==> src/rtl/msk_share_skid_pipe.sv <==
// Two-entry skid pipeline stage for d-share Boolean sharings, with full throughput and FIFO order.
// Define MSK_PIPE_REFRESH_EN to re-randomise every sharing as it is captured.
`ifdef MSK_PIPE_REFRESH_EN
module msk_share_refresh_lane #(
    parameter int d = 2
) (
    input  logic [d-1:0] sh_i,
    input  logic [d-2:0] r_i,
    output logic [d-1:0] sh_o
);
    logic [d-1:0] mask;

    // Share 0 absorbs the XOR of all masks so the unmasked value is unchanged.
    always_comb begin
        mask = '0;
        for (int k = 1; k < d; k++) begin
            mask[k] = r_i[k-1];
            mask[0] = mask[0] ^ r_i[k-1];
        end
    end

    assign sh_o = sh_i ^ mask;
endmodule
`endif

module msk_share_skid_pipe #(
    parameter int d     = 2,
    parameter int count = 1,
    localparam int W    = count * d,
    localparam int RW   = (d > 1) ? count * (d - 1) : 1
) (
    input  logic          clk,
    input  logic          rst,
    input  logic [W-1:0]  in_data,
    input  logic          in_valid,
    output logic          in_ready,
    input  logic [RW-1:0] rnd,
    input  logic          rnd_valid,
    output logic          rnd_ready,
    output logic [W-1:0]  out_data,
    output logic          out_valid,
    input  logic          out_ready
);
    typedef enum logic [1:0] {EMPTY = 2'd0, ONE = 2'd1, FULL = 2'd2} occ_e;

    occ_e         occ_q, occ_d;
    logic [W-1:0] m_q, m_d, s_q, s_d, cap;
    logic         ov_q, ov_d, ir_q, ir_d;
    logic         acc, pop;

`ifdef MSK_PIPE_REFRESH_EN
    assign acc       = in_valid & ir_q & rnd_valid;
    assign rnd_ready = acc;
    generate
        if (d > 1) begin : g_rf
            for (genvar i = 0; i < count; i++) begin : g_lane
                msk_share_refresh_lane #(.d(d)) u_lane (
                    .sh_i (in_data[i*d +: d]),
                    .r_i  (rnd[i*(d-1) +: (d-1)]),
                    .sh_o (cap[i*d +: d])
                );
            end
        end else begin : g_id
            logic unused_rnd;
            assign unused_rnd = ^rnd;
            assign cap        = in_data;
        end
    endgenerate
`else
    logic unused_rnd;
    assign unused_rnd = ^{rnd, rnd_valid};
    assign acc        = in_valid & ir_q;
    assign rnd_ready  = 1'b0;
    assign cap        = in_data;
`endif

    assign pop = ov_q & out_ready;

    always_comb begin
        occ_d = occ_q;
        m_d   = m_q;
        s_d   = s_q;
        case (occ_q)
            EMPTY: if (acc) begin
                m_d   = cap;
                occ_d = ONE;
            end
            ONE: begin
                if (acc && !pop) begin
                    s_d   = cap;
                    occ_d = FULL;
                end else if (acc && pop) begin
                    m_d = cap;
                end else if (pop) begin
                    occ_d = EMPTY;
                end
            end
            FULL: if (pop) begin
                m_d   = s_q;
                occ_d = ONE;
            end
            default: occ_d = EMPTY;
        endcase
        // Handshake outputs are flopped from the next occupancy: no comb path from inputs.
        ov_d = (occ_d != EMPTY);
        ir_d = (occ_d != FULL);
    end

    always_ff @(posedge clk) begin
        if (rst) begin
            occ_q <= EMPTY;
            ov_q  <= 1'b0;
            ir_q  <= 1'b1;
        end else begin
            occ_q <= occ_d;
            ov_q  <= ov_d;
            ir_q  <= ir_d;
        end
    end

    always_ff @(posedge clk) begin
        m_q <= m_d;
        s_q <= s_d;
    end

    assign out_data  = m_q;
    assign out_valid = ov_q;
    assign in_ready  = ir_q;
endmodule

==> config.mk <==
export PLATFORM = sky130hd
export DESIGN_NAME = msk_share_skid_pipe
export DESIGN_NICKNAME = d
export VERILOG_FILES = /design/src/rtl/msk_share_skid_pipe.sv
export SDC_FILE = /design/constraint.sdc
export NUM_CORES = 1
export LEC_CHECK = 0
export ABC_AREA = 1
export CORE_AREA = 10 10 47 49
export DETAILED_ROUTE_END_ITERATION = 10
export DIE_AREA = 0 0 57 59
export HOLD_SLACK_MARGIN = 0.08
export MAX_ROUTING_LAYER = met4
export PLACE_DENSITY = 0.64
export SYNTH_ARGS = -nofsm -noshare
export SYNTH_HDL_FRONTEND = slang
export SYNTH_SLANG_ARGS = --single-unit
==> constraint.sdc <==
create_clock -name clk -period 1.37 [get_ports clk]
set_input_delay 0.274 -clock clk [delete_from_list [all_inputs] [get_ports clk]]
set_output_delay 0.274 -clock clk [all_outputs]
set_load 0.02 [all_outputs]
==> impl_metrics.tcl <==
set metrics [dict create \
    status "finished, final reports clean" \
    antenna_left 0 \
    syn_area_per_cell_um2 10.0 \
    hold_viol 0 \
    numCtsBuffers 3 \
    crit_chain "dlygate4sd2_1" \
    cts_buffer_depth 2 \
    ir_drop_mv 0.714 \
    ioPinCount 13 \
    critPathMaxFanout 3 \
    synth_fa_ha_area_share_pct 0 \
    grt_max_degree 6 \
    seqPwrFrac_pct 41.2 \
    dp_cells 60 \
    cpLargestDelayFamily "flip-flops" \
    skew_ps 10.8 \
    synthCells 35 \
    cp-start-kind "flop" \
    critPathMaxStageDelay_ps 350 \
    power_density_nw_per_um2 1910 \
    sw_frac_of_total_pct 35.5 \
    fmax_mhz 819 \
    drv_slew 0 \
    yosys_warnings 0 \
    slowest_stage "dfxtp_1" \
    clockPowerShare_pct 20.7 \
    synthSimpleGateAreaFrac_pct 21.0 \
    core_um2 1400 \
    switching_power_mw 0.328 \
    worstHoldPathType "flop to flop" \
    worstSetupPathType "flop to output pin" \
    diodes 0 \
    synth_commonest_cells "inv_1 (6), nand2_1 (5), dfxtp_1 (4), edfxtp_1 (4), nand2_2 (4)" \
    power.leakage_nw 0.233 \
    drive_gt1_share_pct 27.1 \
    ys_top_cells_by_area "edfxtp_1 (34%), dfxtp_1 (23%), mux2_4 (8.5%)" \
    syn_area_um2 352 \
    crit_arrival_ps 950 \
    synth_mux_area_share_pct 8.54 \
    grt_pass1_wl_mm 1.01 \
    rsz0062_at_grt "no" \
    grt_use_total_pct 4.21 \
    hpwl_um 513 \
    first_iter_violations 2 \
    synth_top_family_by_area "simple AND/OR/NAND/NOR gates" \
    synth.ff_latch_count 8 \
    yosysUniqueCellTypes 16 \
    synth_edf_count 4 \
    root_buffer "clkbuf_4" \
    synth-xor-area-share_pct 0 \
    numClockSinks 8 \
    start_util_pct 25.1 \
    die_h_um 59 \
    yosysTopAreaCellShare_pct 34.2 \
    drt_first_pass_iters 3 \
    place_ws_ps -107 \
    grt_antenna_before_repair 0 \
    synth_top_area_cell "edfxtp_1" \
    wl_per_cell_um 9.69 \
    synth_flop_cell "edfxtp_1" \
    syn-num-nets 43 \
    placed_area_um2 462 \
    p_int_mw 0.596 \
    setup_ws_ps 149 \
    synth.most_common_cell "inv_1" \
    grt_pass1_vias 252 \
    yosysSeqAreaShare_pct 56.9 \
    clock_latency_ps 260 \
    critPathBufInv 1 \
    setup_tns_ps 0 \
    cts_tree "built" \
    htree_levels 1 \
    wl_um 620 \
    ys_async_sr_fraction_pct 0 \
    endpoint_kind "output pin" \
    required_ps 1100 \
    area_growth_pct 37.4 \
    port_buffers 9 \
    path_clk_slew_ps 60 \
    vias_per_cell 3.97 \
    synth_compound_area_share_pct 2.85 \
    vias 254 \
    period_share_pct 89.2 \
    drc 0 \
    grt_overflow 0 \
    nets 57 \
    p_comb_share_pct 38.1 \
    multi_input_area_um2 118 \
    power_mw 0.924 \
    seq_area_um2 200 \
    gp_congestion 0.743 \
    setup_viol 0 \
    design_area_um2 483 \
    placementRows 14 \
    postCtsHoldBufs 0 \
    maxCapViolations 0 \
    fillers 154 \
    die_area_um2 3360 \
    fp.dieW_um 57 \
    layout.cells.non_filler 64 \
    finalCriticalPeriod_ps 1220 \
]
-- layout make-up --
cell class	count	share of cell area (%)
clock buffers	4	5.44
inverters	7	5.44
multi-input cells	19	24.4
flip-flops and latches	8	41.5
well taps	16	4.15
repair buffers	10	19.2
-- logic make-up (layout without fill, tap and decap cells) --
family | Yosys count | count (layout)
simple gates | 14 | 14
flops | 8 | 8
buf+inv | 8 | 21
compound gates | 2 | 2
mux | 2 | 2
other cells | 1 | 1
-- power by group through the flow --
stage	registers (mW)	clock network, mW	logic [mW]
floorplan	0.438	0	0.195
global placement	0.385	0	0.384
detailed placement	0.388	0	0.388
CTS	0.381	0.201	0.359
global route	0.387	0.215	0.396
finish	0.380	0.192	0.352
-- flip-flops by register name (all words and copies together) (netlist names) --
register,count
out_data,2
s_q,2
occ_q,2
out_valid,1
in_ready,1
-- placed cells by master (no fill, tap or decap), types with 2 or more instances in the layout --
cell             instances
clkbuf_4                 3
dfxtp_1                  4
clkdlybuf4s50_1          5
nand2_2                  4
inv_1                    6
edfxtp_1                 4
dlygate4sd2_1            4
nand2_1                  5
mux2_4                   2
-- layer usage --
metal	global-route usage (%)	wire length [um]
met1	3.64	258
met2	5.89	281
met3	4.94	80
met4	1.01	0
met5	-	0
-- stage by stage --
step / utilization [%] / hold slack (ps)
finish: 34.5 / 564
global route: 34.5 / 583
CTS: 34.5 / 569
detailed placement: 32.9 / 551
global placement: 32.9 / 555
floorplan: - / 373
-- timing repair --
action | CTS | global route
endpoints found under the setup margin | 4 | 0
gates resized for setup | 4 | 0
endpoints found under the hold margin | 0 | 0
buffers inserted | 0 | 0
-- final timing paths --
path	start	endpoint	slack, ps	cells after the start
hold / removal	s_q[0]	out_data[0]	560	1
setup reg to reg	occ_q[1]	s_q[1]	290	3
hold reg to reg	s_q[0]	out_data[0]	560	1
setup / recovery	in_ready	in_ready	150	1
Note: power is estimated with default switching activity, not from simulation.
